File: src/rtl/p2s_shift_ctrl.sv
// p2s_shift_ctrl: serialises a DATA_W-bit word MSB-first onto a 3-wire bus
// (s_dat / s_clk / s_latch) for cascaded shift-register peripherals.
// Each bit is presented with s_clk low for DIV cycles, then s_clk high for
// DIV cycles. After the last bit, s_latch is held high for DIV cycles, and a
// one-cycle done pulse follows.
// Ports:
//   clk, rst_n          system clock, async active-low reset
//   start, din          frame request + data (sampled only when not busy)
//   busy, done          handshake: frame in progress / completion pulse
//   s_clk, s_dat        serial shift clock and data to the peripheral
//   s_latch             storage-register latch strobe
// Every output is a flop. Its next value is decoded from the next state, so
// outputs line up with the state register and never depend on inputs
// combinationally.
module p2s_shift_ctrl #(
  parameter int DATA_W = 64,
  parameter int DIV    = 4,
  parameter int CNT_W  = 8
) (
  input  logic              clk,
  input  logic              rst_n,
  input  logic              start,
  input  logic [DATA_W-1:0] din,
  output logic              busy,
  output logic              done,
  output logic              s_clk,
  output logic              s_dat,
  output logic              s_latch
);

  typedef enum logic [2:0] {IDLE, SH_LO, SH_HI, LATCH, DONE} state_e;

  state_e             state_q, state_d;
  logic [DATA_W-1:0]  shreg_q, shreg_d;
  logic [CNT_W-1:0]   bit_q, bit_d;
  logic [CNT_W-1:0]   phase_q, phase_d;
  logic               busy_q, done_q, sclk_q, sdat_q, slatch_q;
  logic               busy_d, done_d, sclk_d, sdat_d, slatch_d;
  logic               last_phase;

  assign last_phase = (phase_q == CNT_W'(DIV - 1));

  always_comb begin
    state_d = state_q;
    shreg_d = shreg_q;
    bit_d   = bit_q;
    phase_d = phase_q;
    case (state_q)
      // DONE counts as idle, so a held start chains frames with a
      // single-cycle gap.
      IDLE, DONE: begin
        if (start) begin
          shreg_d = din;
          bit_d   = CNT_W'(DATA_W - 1);
          phase_d = '0;
          state_d = SH_LO;
        end else begin
          state_d = IDLE;
        end
      end
      SH_LO: begin
        if (last_phase) begin
          phase_d = '0;
          state_d = SH_HI;
        end else begin
          phase_d = phase_q + 1'b1;
        end
      end
      SH_HI: begin
        if (last_phase) begin
          phase_d = '0;
          if (bit_q == '0) begin
            state_d = LATCH;
          end else begin
            // Shift only after the high phase, so s_dat is held across
            // the peripheral's sampling edge.
            shreg_d = {shreg_q[DATA_W-2:0], 1'b0};
            bit_d   = bit_q - 1'b1;
            state_d = SH_LO;
          end
        end else begin
          phase_d = phase_q + 1'b1;
        end
      end
      LATCH: begin
        if (last_phase) begin
          phase_d = '0;
          state_d = DONE;
        end else begin
          phase_d = phase_q + 1'b1;
        end
      end
      default: begin
        phase_d = '0;
        state_d = IDLE;
      end
    endcase
  end

  // Output decode from the next state.
  always_comb begin
    busy_d   = (state_d == SH_LO) || (state_d == SH_HI) || (state_d == LATCH);
    done_d   = (state_d == DONE);
    sclk_d   = (state_d == SH_HI);
    slatch_d = (state_d == LATCH);
    sdat_d   = ((state_d == SH_LO) || (state_d == SH_HI)) && shreg_d[DATA_W-1];
  end

  always_ff @(posedge clk or negedge rst_n) begin
    if (!rst_n) begin
      state_q  <= IDLE;
      shreg_q  <= '0;
      bit_q    <= '0;
      phase_q  <= '0;
      busy_q   <= 1'b0;
      done_q   <= 1'b0;
      sclk_q   <= 1'b0;
      sdat_q   <= 1'b0;
      slatch_q <= 1'b0;
    end else begin
      state_q  <= state_d;
      shreg_q  <= shreg_d;
      bit_q    <= bit_d;
      phase_q  <= phase_d;
      busy_q   <= busy_d;
      done_q   <= done_d;
      sclk_q   <= sclk_d;
      sdat_q   <= sdat_d;
      slatch_q <= slatch_d;
    end
  end

  assign busy    = busy_q;
  assign done    = done_q;
  assign s_clk   = sclk_q;
  assign s_dat   = sdat_q;
  assign s_latch = slatch_q;

endmodule

File: config.mk
export PLATFORM = sky130hd
export DESIGN_NAME = p2s_shift_ctrl
export DESIGN_NICKNAME = d
export VERILOG_FILES = /design/src/rtl/p2s_shift_ctrl.sv
export SDC_FILE = /design/constraint.sdc
export NUM_CORES = 1
export LEC_CHECK = 0
export CORE_ASPECT_RATIO = 1.75
export CORE_MARGIN = 2
export CORE_UTILIZATION = 32
export CTS_CLUSTER_DIAMETER = 40
export DETAILED_ROUTE_END_ITERATION = 10
export HOLD_SLACK_MARGIN = 0.12
export PLACE_DENSITY = 0.55
export SLEW_MARGIN = 20
export SYNTH_ARGS = -nofsm -noshare
export SYNTH_HDL_FRONTEND = slang
export SYNTH_SLANG_ARGS = --single-unit
File: constraint.sdc
create_clock -name clk -period 2 [get_ports clk]
set_input_delay 0.4 -clock clk [delete_from_list [all_inputs] [get_ports clk]]
set_output_delay 0.4 -clock clk [all_outputs]
set_load 0.03 [all_outputs]
==> impl_summary.log <==
[metrics] number of nets in the finished design: 511
[metrics] final-report hold violation count: 0
[metrics] maximum number of pins on one net before global-route repair: 42
[metrics] transition at the pin with the smallest max-transition slack: 461 ps
[metrics] final non-filler cell total: 618
[metrics] library cell with the largest summed area after synthesis: dfrtp_1
[metrics] end of the worst register-to-register path: shreg_q[20]
[metrics] die area: 13900 um2
[metrics] IR Drop Worst-Case VDD: 0.000583 V
[metrics] unrepaired setup endpoints after global routing: yes
[metrics] final RePlAce weighted congestion: 0.790
[metrics] number of optimization iterations in the first detailed-route pass: 4
[metrics] first-iteration detailed-routing DRC count: 152
[metrics] post-route worst setup slack: 3.30 ps
[metrics] Clock Sinks: 88
[metrics] starting density of the core: 0.324
[metrics] vias in the first global route: 3223
[metrics] area grow syn2layout: 35.0%
[metrics] number of clock buffers inserted by TritonCTS: 9
[metrics] fraction of registers with async set/reset: 1.00
[metrics] #FFs+latches synth: 88
[metrics] GR met3 Demand/Resource: 0.0307
[metrics] # rows: 55
[metrics] clock insertion delay at the later pin of the skew report: 340 ps
[metrics] CTS clock-pin slew for the worst setup and hold paths: 60 ps
[metrics] Post-Synthesis Mean Instance Area: 11.8 um2
[metrics] total congestion overflow after global routing: 0
[metrics] fmax: 501 MHz
[metrics] required time reported for the critical path endpoint: 2230 ps
[metrics] result of the run: finished clean
[metrics] largest stage delay on the critical path: 410 ps
[metrics] main flop type after synthesis: dfrtp_1
[metrics] distinct cell type count of the synthesized netlist: 42
[metrics] Vias/cell: 5.04
[metrics] kind of end point of the critical path: flip-flop
[metrics] clock root buffer: clkbuf_16
[metrics] Final Routed Wirelength: 9.79 mm
[metrics] classification of the worst-slack hold path: reg2reg
[metrics] max cap viols: 0
[metrics] average wire per standard cell: 15.8 um
[metrics] Placeable Area: 12800 um2
[metrics] busiest layer in global routing: met2
[metrics] cell at the slowest stage of the critical path: or3b_4
[metrics] number of enable-type register cells in the synthesized netlist: 0
[metrics] startpoint kind of the worst setup timing path: flip-flop
[metrics] Cells after Synth: 350
[metrics] area after detailed placement: 5190 um2
[metrics] hold path startpoint: shreg_q[11]
[metrics] fraction of post-synthesis cell area in the top cell type by area: 0.532
[metrics] cell types with the highest counts after synthesis: dfrtp_1 (88), a21o_1 (63), a22o_1 (63), nor2_1 (14)
[metrics] number of vias in the routed layout: 3114
[metrics] critical path peak fanout: 41
[metrics] met2 Track Usage GR: 0.253
[metrics] final clock skew: 10.4 ps
[metrics] most used standard cell by instance count after synthesis: dfrtp_1
[metrics] Final min period: 2000 ps
[metrics] Hold Crit Endpoint: shreg_q[11]
[metrics] routing usage on met1: 0.166
[metrics] global-route wire length before repair: 16.0 mm
[metrics] kind of critical path: reg2reg
[metrics] power per unit of standard cell area: 1350 nW/um2
[metrics] Post-Place Worst Slack: -153 ps
[metrics] Hold Path Depth: 1
[metrics] syn nets: 419
[metrics] Residual DRC: 0
[metrics] number of antenna violations at the first check in global routing: 0
[metrics] worst reg2reg setup slack: 3 ps
[metrics] maximum count of clock buffers along a single path: 2
[metrics] max-slew headroom at the worst pin: 0.693
[metrics] half-perimeter wire length of the detailed placement result: 6.70 mm
[metrics] overall global routing resource usage: 0.143
[metrics] number of warning messages in the yosys log: 0
[metrics] IO buf count: 71
[metrics] fraction of layout instances using a drive strength above 1: 0.154
[metrics] Die Y: 154 um
[metrics] post-synthesis sequential area ratio: 0.532
[metrics] final antenna diode count: 0
[metrics] level count of the clock H-tree: 3
[metrics] CP Cell Sequence: inv_2 -> ha_4 -> or3b_4 -> o2111a_2 -> buf_12 -> a22o_1 -> a21o_1
[metrics] Antenna Nets Post-Route: 0
[metrics] static leakage power: 0.00277 uW
[metrics] final-report max-slew violation count: 0
[metrics] number of top-level pins: 72
[metrics] Synth Cell Area: 4140 um2
[metrics] length in cells of the worst reg-to-reg path: 7
[metrics] arrival time at the worst endpoint: 2230 ps
[metrics] setup violation total in the final timing report: 0
[metrics] TritonCTS clock tree: yes
[metrics] cells taking the most area after synthesis: dfrtp_1 (53%), a22o_1 (13%), a21o_1 (11%)
[metrics] count of placed standard cells including taps: 598
[metrics] launch point of the worst reg-to-reg path: bit_q[1]
[metrics] floorplan die width: 90.0 um
[metrics] post-route standard cell area excluding fillers: 5590 um2
[metrics] final worst path period share: 0.998
cells in the final DEF, fill, tap and decap left out, drive strengths merged, types with 3 or more instances in the layout:
cell type	n
a21oi	4
a22o	63
dfrtp	88
a211oi	6
nor2b	3
a21o	63
nand3	7
buf	37
mux2i	6
a2111oi	3
xnor2	3
clkdlybuf4s50	70
nand2	13
and2	5
nor3	6
nor2	14
clkbuf	10
o21ai	6
inv	8
nand2b	3
flip-flops by register name (all words and copies together) (netlist names):
signal   flops
phase_q      8
state_q      3
shreg_q     64
done         1
busy         1
s_latch      1
s_dat        1
bit_q        8
s_clk        1
report_power, final:
| part | internal [uW] | leakage, uW | switching [uW] |
|---|---|---|---|
| Clock | 1150 | 0.000166 | 735 |
| Sequential | 2590 | 0.00112 | 516 |
| Combinational | 1390 | 0.00149 | 1170 |
| Total | 5130 | 0.00277 | 2420 |
worst max-delay path by stage:
stage                     startpoint  cells after the start          end  slack [ps]
after CTS                   bit_q[1]                      7  shreg_q[20]         -20
after global routing        bit_q[1]                      7  shreg_q[20]         -80
after global placement         start                      6     bit_q[7]        -160
after floorplan             bit_q[0]                      7     bit_q[1]           2
final                       bit_q[1]                      7  shreg_q[20]           3
after detailed placement       start                      6     bit_q[6]        -150
area by class of cell:
type	count	area [um2]
clock buffers	10	239
repair buffers	108	1050
flip-flops and latches	88	2200
well taps	171	214
multi-input cells	230	1770
fillers	1255	7210
clock inverters	6	97.6
inverters	5	18.8
critical path, delay by kind of cell (launching register included):
family	cells	cell delay, ps
flip-flops	1	380
adder cells (fa/ha/maj)	1	130
buffers and inverters	2	270
AND/OR/NAND/NOR	1	410
AO/OA/AOI/OAI	3	690
through the flow:
| stage | setup TNS, ps | total power (uW) | util | hold slack [ps] |
|---|---|---|---|---|
| detailed placement | -7650 | 5630 | 0.405 | 396 |
| global placement | -7240 | 5550 | 0.405 | 394 |
| floorplan | 0 | 4750 | - | 104 |
| finish | 0 | 7550 | 0.437 | 477 |
| CTS | -110 | 7560 | 0.433 | 482 |
| global route | -3050 | 8050 | 0.437 | 490 |
logic make-up after synthesis:
kind of cell,count (synthesis),synth area share
adders and majority gates,2,0.00604
AOI/OAI and AO/OA,152,0.295
buffers and inverters,32,0.0538
xor gates and xnor gates,5,0.0106
DFF,88,0.532
muxes,8,0.0199
and+or+nand+nor,63,0.0831
routing by layer:
metal	vias to the layer above	routed length, um
met2	58	5100
met5	-	0
met1	1533	4140
met4	0	218
li1	1508	-
met3	15	333
what timing repair did:
| item | 4_1_cts | 5_1_grt |
|---|---|---|
| hold buffers | 1 | 0 |
| gates cloned | 0 | 0 |
| endpoints found under the setup margin | 61 | 70 |
| setup buffers | 0 | 3 |
| hold endpoints to repair | 32 | 0 |
| pin swaps | 1 | 5 |
| gates resized for setup | 2 | 6 |
No activity file was read; power rests on OpenSTA's default activity.
==> patch 1 (same flow settings) <==
The 5 states of `state_e` get a one-hot encoding in 5 bits.
--- a/src/rtl/p2s_shift_ctrl.sv
+++ b/src/rtl/p2s_shift_ctrl.sv
@@ -28,7 +28,7 @@
   output logic              s_latch
 );
 
-  typedef enum logic [2:0] {IDLE, SH_LO, SH_HI, LATCH, DONE} state_e;
+  typedef enum logic [4:0] {IDLE = 5'b00001, SH_LO = 5'b00010, SH_HI = 5'b00100, LATCH = 5'b01000, DONE = 5'b10000} state_e;
 
   state_e             state_q, state_d;
   logic [DATA_W-1:0]  shreg_q, shreg_d;
Formal check against the unedited RTL: no difference found for any inputs over 10 cycles, from zero or initial values and one cycle with rst_n low; not proved beyond that.
==> patch 1 against the original RTL <==
  * The flow now finishes with violations (setup timing)
  * Total power shrank 12%
  * Routed wire length rose by 7.3%
  * Worst setup slack worse by 190 ps
  * Clock power fell by 8%
  * Non-clock buffer count up 18
  * Global-route usage increased by 1.7 points
  * Clock skew shrank 2.7 ps
  * Synthesized area is 5.0% lower
  * Sequential cell count is 2 higher
  * First-iteration DRC count decreased by 8.6%
  * Final area rose by 8.1%
==> patch 1: results (changes against the original RTL) <==
All-layer global routing usage: 0.160 (+0.0168)
Starting DRC count in detailed routing: 139 (-8.6%)
Final wirelength: 10500 µm (+7.3%)
Post-placement cell area: 0.00510 mm² (-1.7%)
Final net count: 584 (+14%)
Layout cells sized above 1: 0.300 (+0.146)
Filler instances: 1109 (-12%)
Post-DP HPWL: 6570 µm (-1.9%)
Post-synth top cells: 134 x nand2_1, 89 x dfrtp_1, 63 x a22oi_1, 18 x buf_2, 12 x nor2_1
Top post-synthesis cells by area: dfrtp_1 57%, nand2_1 13%, a22oi_1 12%
Internal Dissipation: 4.41 mW (-14%)
Failing checks: setup timing
Mean Syn Cell Area: 9.84 µm² (-17%)
Worst slew pin tran: 426 ps (-34.2 ps)
Largest net degree at the start of global routing: 53 (+26%)
Crit path max fanout: 4 (-90%)
Endpoints failing setup: 70 (+70)
First-pass GRT wire length: 16300 µm (+2.1%)
Status: finished with violations
Number of global-route vias before repair: 3475 (+7.8%)
CP arrival: 2420 ps (+190 ps)
Setup WS post-layout: -184 ps (-187 ps)
CP delay by family, top: simple AND/OR/NAND/NOR gates
Post-synth cell types: 37 (-12%)
Placed cell count: 652 (+9.0%)
Slowest stage delay, CP: 490 ps (+80 ps)
Crit path max-delay cell type: or4b_4
Skew final: 7.67 ps (-2.73 ps)
## patch 1: worst paths after layout
kind / start / endpoint / slack, ps / depth (start not counted)
worst min-delay path: shreg_q[5] / shreg_q[5] / 490 / 2
max in group asynchronous: rst_n / shreg_q[58] / 830 / 3
worst max register to register: phase_q[0] / shreg_q[63] / -180 / 7
worst max-delay path: phase_q[0] / shreg_q[63] / -180 / 7
worst min register to register: shreg_q[5] / shreg_q[5] / 490 / 2
min in group asynchronous: rst_n / shreg_q[4] / 530 / 2
## patch 1: area by class of cell
| cell class | count | area, µm² | area share |
|---|---|---|---|
| multi-input combinational | 284 | 1930 | 0.319 |
| tap | 165 | 206 | 0.0342 |
| clock buffer | 10 | 239 | 0.0396 |
| inverter | 4 | 15.0 | 0.00249 |
| clock inverter | 6 | 65.1 | 0.0108 |
| timing repair buffer | 126 | 1340 | 0.221 |
| sequential | 90 | 2250 | 0.373 |
## patch 1: cell families (layout without fill, tap and decap cells)
family                   after synthesis  count (layout)  share of synthesized area
XOR/XNOR                               8               8                     0.0178
flip-flops                            90              90                      0.573
buffers and inverters                 27             146                     0.0353
AND/OR/NAND/NOR                      186             187                      0.206
multiplexers                           1               1                    0.00254
adder cells (fa/ha/maj)                2               2                    0.00636
AO/OA/AOI/OAI                         86              86                      0.159
## patch 1: timing repair
item / in CTS / in global routing
setup endpoints to repair: 73 / 74
buffers inserted: 2 / 6
gates resized for setup: 47 / 36
hold buffers: 1 / 0
hold endpoints to repair: 27 / 0
pin swaps: 3 / 39
gates cloned: 2 / 6
## patch 1: power groups by stage
stage                     Combinational, mW  Sequential [mW]  Clock, mW
final                                  1.91             3.00       1.73
after detailed placement               1.69             2.91          0
after global placement                 1.64             2.90          0
after floorplan                        1.06             2.83          0
after CTS                              1.81             2.94       1.79
after global routing                   2.16             3.07       1.86
## patch 1: per-layer routing
| layer | vias up | GRT usage | routed length, µm |
|---|---|---|---|
| li1 | 1628 | - | - |
| met3 | 12 | 0.0318 | 297 |
| met4 | 0 | 0.0777 | 235 |
| met5 | - | 0 | 0 |
| met2 | 61 | 0.271 | 5770 |
| met1 | 1665 | 0.189 | 4210 |
## patch 1: stage by stage
stage               utilization  setup slack (ps)  power [mW]  setup TNS, ps  hold slack [ps]
floorplan                     -              -239        3.90         -11490              104
global placement          0.425              -201        4.54         -10770              367
detailed placement        0.425              -252        4.60         -13700              362
CTS                       0.475              -152        6.54          -7180              472
global route              0.503              -238        7.09         -11240              511
finish                    0.503              -184        6.64          -5960              485
## patch 1: worst register-to-register path, cell delays in order (launching register included)
cell,delay [ps]
dfrtp_1,360
ha_1,160
or4b_4,490
and4bb_4,390
buf_4,130
a21oi_4,80
a221o_1,340
buf_4,140
==> patch 2 (same settings) <==
Made on the original files. The parameter `DATA_W` goes from 64 to 96.
--- a/src/rtl/p2s_shift_ctrl.sv
+++ b/src/rtl/p2s_shift_ctrl.sv
@@ -13,7 +13,7 @@
 // outputs line up with the state register and never depend on inputs
 // combinationally.
 module p2s_shift_ctrl #(
-  parameter int DATA_W = 64,
+  parameter int DATA_W = 96,
   parameter int DIV    = 4,
   parameter int CNT_W  = 8
 ) (
Interface: changed (resized din); port bits go from 72 to 104. No check against the original RTL was run, so the function may have changed too.
==> patch 2 against the original RTL <==
  * The flow now finishes with violations (setup timing)
  * Clock power increased by 79%
  * Combinational power increased by 55%
  * First-iteration DRC count increased by 11%
  * Final area increased by 48%
  * Worst setup slack got worse by 13 ps
  * Utilization increased by 5.4 points
  * Routed wire length increased by 51%
  * Total power increased by 53%
  * Count of clock-buffer cells in the layout increased by 8
  * Sequential cell count increased by 32
  * Die area increased by 31%
  * Synthesized area increased by 32%
==> patch 2: results (changes against the original RTL) <==
Status: finished with violations
Failing checks: setup timing
Multiplexer share of the synthesized area: 0.0130 (-0.00693)
Final net count: 721 (+41%)
Top flop regs: shreg_q (96), bit_q (8), phase_q (8)
Hold WS: 475 ps (-1.87 ps)
CP arrival: 2340 ps (+110 ps)
Ys async rst share: 1.00 (unchanged)
Final wirelength: 14800 µm (+51%)
HP Start: shreg_q[61]
Crit Path Category: flop to flop
First-pass GRT wire length: 22300 µm (+40%)
Flops & latches, synth: 120 (+36%)
Non-clk buf share: 0.236 (+0.0475)
Setup WS post-layout: -9.74 ps (-13.0 ps)
Starting DRC count in detailed routing: 169 (+11%)
Worst skew pair latency: 410 ps (+70 ps)
Synthesis Warnings: 0 (unchanged)
DRT Pass-1 Iters: 6 (+2)
Compound-Gate Fraction of Synth Area: 0.320 (+0.0255)
CTS max path bufs: 2 (unchanged)
Mean Syn Cell Area: 11.9 µm² (+0.73%)
Adder-cell share of the synthesized area: 0.00456 (-0.00148)
Worst slew pin tran: 455 ps (-5.46 ps)
#MultiIn Comb: 302 (+31%)
Max H-tree Level: 4 (+1)
Reg-to-reg startpoint: bit_q[0]
Largest net degree at the start of global routing: 46 (+9.5%)
Lkg Pwr: 4.15 nW (+50%)
Number of buffers created by CTS: 17 (+8)
Via count: 4339 (+39%)
Top post-synthesis cells by area: dfrtp_1 55%, a22o_1 15%, a21o_1 13%
Non-clk bufs: 177 (+64%)
Port Buffer Count: 103 (+45%)
Crit path max-delay cell type: a2111oi_4
Layout cells sized above 1: 0.201 (+0.0463)
Post-synth top cells: 120 x dfrtp_1, 96 x a21o_1, 95 x a22o_1, 20 x clkbuf_1, 14 x nor2_1
Post-route insts no fill: 860 (+39%)
Fraction of area in multi-input gates: 0.287 (-0.0289)
Worst slack at placement: -88.2 ps (+64.3 ps)
All-layer global routing usage: 0.158 (+0.0156)
Post-DP HPWL: 9710 µm (+45%)
Endpoints failing setup: 3 (+3)
Part of the Yosys area used for sequential elements: 0.548 (+0.0160)
Max VDD drop: 0.000687 V (+18%)
Placed cell count: 807 (+35%)
Register area: 0.00301 mm² (+37%)
Filler instances: 1598 (+27%)
Syn Nets: 561 (+34%)
Post-Synth XOR/XNOR Area: 0.00799 (-0.00259)
Initial antenna violation count: 0 (unchanged)
Crit path max fanout: 5 (-88%)
Number of clock buffers in the layout: 18 (+8)
Reg2reg setup slack: -10 ps
Worst Hold Class: flop to flop
Final GP Congestion: 0.859 (+8.6%)
Layout clock area frac: 0.0788 (+0.0185)
Number of global-route vias before repair: 4527 (+40%)
Inverters: 2 (-3)
Skew final: 9.24 ps (-1.16 ps)
-- patch 2: repair_timing --
action,in CTS,in global routing
hold endpoints to repair,30,0
gates cloned,0,10
hold buffers,1,0
gates resized for setup,2,27
setup buffers,4,6
endpoints found under the setup margin,52,104
pin swaps,2,50
-- patch 2: power by group --
group	internal, mW	switching [mW]	total, mW
sequential	3.55	0.671	4.22
combinational	2.30	1.66	3.96
clock	2.22	1.13	3.36
total	8.08	3.47	11.5
-- patch 2: through the flow --
stage          TNS [ps]  utilization  instance area [µm²]  power, mW
2_1_floorplan      -248            -                 5500       6.27
3_3_place_gp      -31.0        0.427                 7210       7.56
3_5_place_dp       -132        0.427                 7210       7.68
4_1_cts           -17.9        0.469                 7910       11.1
5_1_grt           -3900        0.491                 8280       12.3
6_report          -13.8        0.491                 8280       11.5
-- patch 2: final timing paths --
check,cells past startpoint,endpoint
worst max-delay path,10,s_dat
worst min-delay path,1,shreg_q[61]
worst max register to register,10,s_dat
worst min register to register,1,shreg_q[61]
max in group asynchronous,3,shreg_q[13]
min in group asynchronous,2,bit_q[7]
-- patch 2: worst max-delay path, delay by kind of cell (launching register included) --
| family | cells | cell delay [ps] |
|---|---|---|
| AOI/OAI and AO/OA | 3 | 610 |
| adders and majority gates | 1 | 170 |
| buffers and inverters | 5 | 660 |
| DFF | 1 | 350 |
| and+or+nand+nor | 1 | 150 |
-- patch 2: per-layer routing --
| layer | track usage | wire [µm] | vias up |
|---|---|---|---|
| met3 | 0.0391 | 460 | 15 |
| met4 | 0.0521 | 199 | 0 |
| li1 | - | - | 2072 |
| met1 | 0.183 | 6020 | 2168 |
| met5 | 0 | 0 | - |
| met2 | 0.281 | 8070 | 84 |
